## src/rtl/display_pkg.sv

```systemverilog
// Shared definitions for the display sequencing controller: widths,
// FSM encoding and the last-iteration count of the double-dabble loop.
package display_pkg;

  localparam int DATA_W = 8;
  localparam int BCD_W  = 10;
  localparam int CNT_W  = 3;

  typedef enum logic {
    ST_IDLE    = 1'b0,
    ST_CONVERT = 1'b1
  } state_e;

  localparam logic [CNT_W-1:0] LAST_CNT = 3'd7;

  // Packs the three decimal fields into the working-register layout {H,T,U}.
  function automatic logic [BCD_W-1:0] pack_bcd(input logic [1:0] hundreds,
                                                input logic [3:0] tens,
                                                input logic [3:0] units);
    return {hundreds, tens, units};
  endfunction

endpackage

```

## src/rtl/bcd_add3.sv

```systemverilog
// Double-dabble correction cell: a BCD nibble of 5 or more gets +3 so that
// the following left shift carries correctly into the next decimal digit.
module bcd_add3 (
  input  logic [3:0] digit_i,
  output logic [3:0] digit_o
);

  assign digit_o = (digit_i >= 4'd5) ? (digit_i + 4'd3) : digit_i;

endmodule

```

## src/rtl/display_controller.sv

```systemverilog
// Sequencing controller in front of the display decoder. Captures an ALU
// result and its flags on start, converts the result to BCD one bit per
// clock, and only then updates the digit and flag outputs.
module display_controller #(
  parameter int DATA_W = display_pkg::DATA_W
) (
  input  logic              clock,
  input  logic              reset_n,
  input  logic              start,
  input  logic              clear,
  input  logic [DATA_W-1:0] Result,
  input  logic              Zero_in,
  input  logic              Overflow_in,
  input  logic              Carry_in,
  output logic [3:0]        Units,
  output logic [3:0]        Tens,
  output logic [1:0]        Hundreds,
  output logic              Zero,
  output logic              Overflow,
  output logic              Carry_out,
  output logic              busy,
  output logic              done
);

  import display_pkg::*;

  // Hundreds is only two bits wide, so any result wider than 8 bits could
  // not be displayed; refuse to elaborate in that case.
  if (DATA_W != 8) begin : g_bad_width
    $error("display_controller: DATA_W must be 8");
  end

  state_e             state_q, state_d;
  logic [DATA_W-1:0]  shift_q, shift_d;
  logic [BCD_W-1:0]   bcd_q, bcd_d;
  logic [CNT_W-1:0]   cnt_q, cnt_d;
  logic               zero_sh_q, zero_sh_d;
  logic               ovf_sh_q, ovf_sh_d;
  logic               carry_sh_q, carry_sh_d;
  logic [3:0]         units_q, units_d;
  logic [3:0]         tens_q, tens_d;
  logic [1:0]         hundreds_q, hundreds_d;
  logic               zero_q, zero_d;
  logic               ovf_q, ovf_d;
  logic               carry_q, carry_d;
  logic               busy_q, busy_d;
  logic               done_q, done_d;

  logic [3:0]         units_adj_s;
  logic [3:0]         tens_adj_s;
  logic [BCD_W-1:0]   bcd_corr_s;
  logic [BCD_W-1:0]   bcd_step_s;

  bcd_add3 u_add3_units (
    .digit_i (bcd_q[3:0]),
    .digit_o (units_adj_s)
  );

  bcd_add3 u_add3_tens (
    .digit_i (bcd_q[7:4]),
    .digit_o (tens_adj_s)
  );

  // The hundreds field never reaches 5 for an 8-bit input, so it is not
  // corrected; its top bit is still zero before the final shift.
  assign bcd_corr_s = pack_bcd(bcd_q[9:8], tens_adj_s, units_adj_s);
  assign bcd_step_s = {bcd_corr_s[BCD_W-2:0], shift_q[DATA_W-1]};

  // Next-state and datapath decisions; clear overrides everything else.
  always_comb begin
    state_d    = state_q;
    shift_d    = shift_q;
    bcd_d      = bcd_q;
    cnt_d      = cnt_q;
    zero_sh_d  = zero_sh_q;
    ovf_sh_d   = ovf_sh_q;
    carry_sh_d = carry_sh_q;
    units_d    = units_q;
    tens_d     = tens_q;
    hundreds_d = hundreds_q;
    zero_d     = zero_q;
    ovf_d      = ovf_q;
    carry_d    = carry_q;
    busy_d     = busy_q;
    done_d     = 1'b0;

    if (clear) begin
      state_d    = ST_IDLE;
      shift_d    = '0;
      bcd_d      = '0;
      cnt_d      = '0;
      zero_sh_d  = 1'b0;
      ovf_sh_d   = 1'b0;
      carry_sh_d = 1'b0;
      units_d    = 4'd0;
      tens_d     = 4'd0;
      hundreds_d = 2'd0;
      zero_d     = 1'b0;
      ovf_d      = 1'b0;
      carry_d    = 1'b0;
      busy_d     = 1'b0;
    end else begin
      case (state_q)
        ST_IDLE: begin
          if (start) begin
            shift_d    = Result;
            bcd_d      = '0;
            cnt_d      = '0;
            zero_sh_d  = Zero_in;
            ovf_sh_d   = Overflow_in;
            carry_sh_d = Carry_in;
            busy_d     = 1'b1;
            state_d    = ST_CONVERT;
          end else begin
            state_d = ST_IDLE;
          end
        end
        ST_CONVERT: begin
          bcd_d   = bcd_step_s;
          shift_d = {shift_q[DATA_W-2:0], 1'b0};
          cnt_d   = cnt_q + 3'd1;
          if (cnt_q == LAST_CNT) begin
            units_d    = bcd_step_s[3:0];
            tens_d     = bcd_step_s[7:4];
            hundreds_d = bcd_step_s[9:8];
            zero_d     = zero_sh_q;
            ovf_d      = ovf_sh_q;
            carry_d    = carry_sh_q;
            done_d     = 1'b1;
            busy_d     = 1'b0;
            state_d    = ST_IDLE;
          end else begin
            state_d = ST_CONVERT;
          end
        end
        default: begin
          state_d = ST_IDLE;
          busy_d  = 1'b0;
        end
      endcase
    end
  end

  // FSM state register.
  always_ff @(posedge clock or negedge reset_n) begin
    if (!reset_n) begin
      state_q <= ST_IDLE;
    end else begin
      state_q <= state_d;
    end
  end

  // Working registers, shadow flags and registered outputs.
  always_ff @(posedge clock or negedge reset_n) begin
    if (!reset_n) begin
      shift_q    <= '0;
      bcd_q      <= '0;
      cnt_q      <= '0;
      zero_sh_q  <= 1'b0;
      ovf_sh_q   <= 1'b0;
      carry_sh_q <= 1'b0;
      units_q    <= 4'd0;
      tens_q     <= 4'd0;
      hundreds_q <= 2'd0;
      zero_q     <= 1'b0;
      ovf_q      <= 1'b0;
      carry_q    <= 1'b0;
      busy_q     <= 1'b0;
      done_q     <= 1'b0;
    end else begin
      shift_q    <= shift_d;
      bcd_q      <= bcd_d;
      cnt_q      <= cnt_d;
      zero_sh_q  <= zero_sh_d;
      ovf_sh_q   <= ovf_sh_d;
      carry_sh_q <= carry_sh_d;
      units_q    <= units_d;
      tens_q     <= tens_d;
      hundreds_q <= hundreds_d;
      zero_q     <= zero_d;
      ovf_q      <= ovf_d;
      carry_q    <= carry_d;
      busy_q     <= busy_d;
      done_q     <= done_d;
    end
  end

  assign Units     = units_q;
  assign Tens      = tens_q;
  assign Hundreds  = hundreds_q;
  assign Zero      = zero_q;
  assign Overflow  = ovf_q;
  assign Carry_out = carry_q;
  assign busy      = busy_q;
  assign done      = done_q;

endmodule
```

## config.mk

```make
export PLATFORM = sky130hd
export DESIGN_NAME = display_controller
export DESIGN_NICKNAME = d
export VERILOG_FILES = /design/src/rtl/display_pkg.sv /design/src/rtl/bcd_add3.sv /design/src/rtl/display_controller.sv
export SDC_FILE = /design/constraint.sdc
export NUM_CORES = 1
export LEC_CHECK = 0
export ABC_CLOCK_PERIOD_IN_PS = 3200
export BUFFER_PORTS_ARGS = -buffer_cell sky130_fd_sc_hd__buf_2
export CORE_ASPECT_RATIO = 0.7
export CORE_MARGIN = 3
export CORE_UTILIZATION = 45
export DETAILED_ROUTE_END_ITERATION = 6
export PLACE_DENSITY = 0.62
export SETUP_SLACK_MARGIN = 0.3
export SLEW_MARGIN = 20
export SYNTH_ARGS = -nofsm -noshare
export SYNTH_HDL_FRONTEND = slang
export SYNTH_SLANG_ARGS = --single-unit
```

## constraint.sdc

```tcl
create_clock -name clock -period 3.2 [get_ports clock]
set_input_delay 0.64 -clock clock [delete_from_list [all_inputs] [get_ports clock]]
set_output_delay 0.64 -clock clock [all_outputs]
set_load 0.02 [all_outputs]
```

==> run summary <==
Status - completed
CP Launch Type - flip-flop
CP delay by family, top - compound AO/OA/AOI/OAI gates
Pin count of the biggest net entering global routing - 40
Detail Route Antenna Nets - 0
Distinct cells, synth - 25
Pwr dens - 459.8 nW/um2
Rows - 18
Fillers - 336
Routed len/inst - 14.25 um
Compound-cell area share of the yosys netlist - 14.72%
Critical R2R Launch - state_q
Fmax achieved - 498.8 MHz
Routed WL - 3.592 mm
Initial DRC Count - 87
Post-synth EDFFs - 0
Actual slew at the worst max-slew pin - 1032 ps
Post-synthesis simple-gate area fraction - 14.10%
Synthesized flop and latch total - 39
Share of layout cells above drive strength 1 - 20.79%
Synth area leader - dfrtp_1
Max-cap violation count - 0
CP bufs+invs - 0
Slew HR - 31.18%
CTS tree - built
Largest family of logic cells by synthesized area - compound AO/OA/AOI/OAI gates
Buffer levels on the longest clock path - 2
Fin Setup TNS - 0 ps
Die Ht - 58.94 um
Clock network power share - 38.1%
H-tree depth - 2
Hold Worst Slack - 451.2 ps
Min cycle time layout - 2005 ps
Clock slew at reported path FFs - 80 ps
Multi-input logic area - 754.5 um2
Root buffer cell - clkbuf_8
Mux cell area share after synthesis - 7.917%
TritonCTS buffer count - 5
Final Setup Violations - 0
Top FF cell, synth - dfrtp_1
Drt first pass iters - 4
Core Footprint - 3671 um2
Clock Sink Count - 39
Crit share post-route - 62.65%
Synthesized cell area - 1802 um2
Hold-fix buffers at CTS - 0
RSZ-0062 raised after global routing - no
XOR/XNOR share of the synthesized area - 0.9722%
Mapped Cells - 173
Worst vdd ir - 0.3148 mV
Via count - 1319
Worst-case reg-to-reg path depth - 2
Hold Vio Cnt, Final - 0
DPL Wire Length - 2.547 mm
Slew Viols, Final - 0
Sequential share of the synthesized area - 54.17%
Synth Area in Adders - 4.167%
Antenna violations before repair - 0
Avg Vias per Cell - 5.234
Worst path slowest cell - a21oi_1
Initial Utilization - 49.08%
Setup CP Type - flip-flop to flip-flop
Placed cell area - 1961 um2
Area share of the largest cell type after synthesis - 54.17%
Worst skew pair latency - 290 ps
Type of the most critical hold path - input pin to async pin
# nets final - 222
Cell area after layout - 2061 um2
Largest cells by area after synthesis - dfrtp_1 54%, mux2i_1 6.7%, nor2_1 5.0%
R2R Path End - Tens[1]
CP Cell Sequence - a21oi_1 > a22o_1
Flop-to-flop setup slack - 1200 ps
Area delta synth->final - 14.38%
Sequential power share - 54.7%
I/O Buffers - 29
I/O Pins - 30
Die Width - 81.63 um
Finished Core Util - 56.14%
P_leak - 1.000 nW
CP Data Required Time - 3430 ps
Commonest non-fill, non-tap cell in the layout - dfrtp_1
Diodes inserted - 0
P_int - 725.4 uW
Critical Path Max Stage Delay - 960 ps
Skew final - 6.391 ps
Net switching power - 222.1 uW
Comb pwr share - 7.2%
Vias in the first global route - 1312
Ys async rst share - 100.0%
Data arrival, critical path - 2230 ps
Switching Fraction - 23.44%
Endpoint class of the critical path - flip-flop
Final GP Congestion - 0.8152
DRC Markers - 0
Grt total ovfl - 0
Sequential cell area - 975.9 um2
Crit-path max FO - 30
Global-route wire length before repair - 6.106 mm
Syn nets - 194
GRT Resource Usage Total - 16.91%
Synth warn - 0
Post_cts resized - 0
Post CTS Setup Buffer Count - 0
Synthesized area per cell - 10.41 um2
Commonest cells after routing, fill and taps aside - 39 x dfrtp_1, 29 x buf_2, 24 x nor2_1, 17 x a21oi_1, 15 x o21ai_0
Die area - 4811 um2
## final cells by class
cell class | instances | area share [%]
Sequential cell | 39 | 47.36
Inverter | 6 | 1.093
Timing Repair Buffer | 29 | 7.043
Clock buffer | 8 | 4.857
Multi-Input combinational cell | 120 | 36.61
Tap cell | 50 | 3.036
## state kept, by name, indices dropped and copies added, names as in the netlist, 2 cells and up
name,count
bcd_q,9
shift_q,8
Tens,4
Units,4
cnt_q,3
Hundreds,2
## synth_stat cells (all sizes together) (4+ instances only)
| cell type | instances |
|---|---|
| a22o | 6 |
| nand2 | 8 |
| nor3b | 4 |
| nor3 | 4 |
| nand2b | 4 |
| a21oi | 19 |
| o21ai | 15 |
| nand3 | 6 |
| dfrtp | 39 |
| mux2i | 12 |
| nor2 | 24 |
| buf | 8 |
| ha | 6 |
| inv | 6 |
## power by group through the flow
stage	Combinational (mW)	Sequential, mW	Clock, mW
final	0.0680	0.518	0.361
after global routing	0.0777	0.520	0.392
after CTS	0.0692	0.518	0.367
after detailed placement	0.0691	0.528	0
after global placement	0.0656	0.527	0
after floorplan	0.0479	0.521	0
## per-stage QoR
step | total power [mW] | cells | setup slack [ps]
after global routing | 0.9898 | 252 | 1058
final | 0.9475 | 252 | 1195
after detailed placement | 0.5966 | 244 | 1105
after CTS | 0.9544 | 252 | 1183
after floorplan | 0.5686 | 173 | 1705
after global placement | 0.5925 | 244 | 1249
## how the worst max path moves through the flow
stage,start,cells past startpoint,slack (ps),end
detailed placement,clear,3,1110,Tens[1]
finish,state_q,2,1200,Tens[1]
CTS,state_q,2,1180,Tens[1]
floorplan,bcd_q[0],6,1700,bcd_q[2]
global route,state_q,3,1060,Tens[2]
global placement,clear,3,1250,Units[1]
## cell families after synthesis
group / Yosys count
xor+xnor: 2
flops: 39
buf+inv: 14
mux: 14
compound gates: 44
simple gates: 54
fa+ha+maj: 6
## metal layers
layer	vias up	track usage (%)	routed length (um)
li1	657	-	-
met1	636	23.24	1748
met2	20	26.10	1665
met3	6	4.587	133
met4	0	5.687	45
met5	-	0	0
Note: power is estimated with default switching activity, not from simulation.
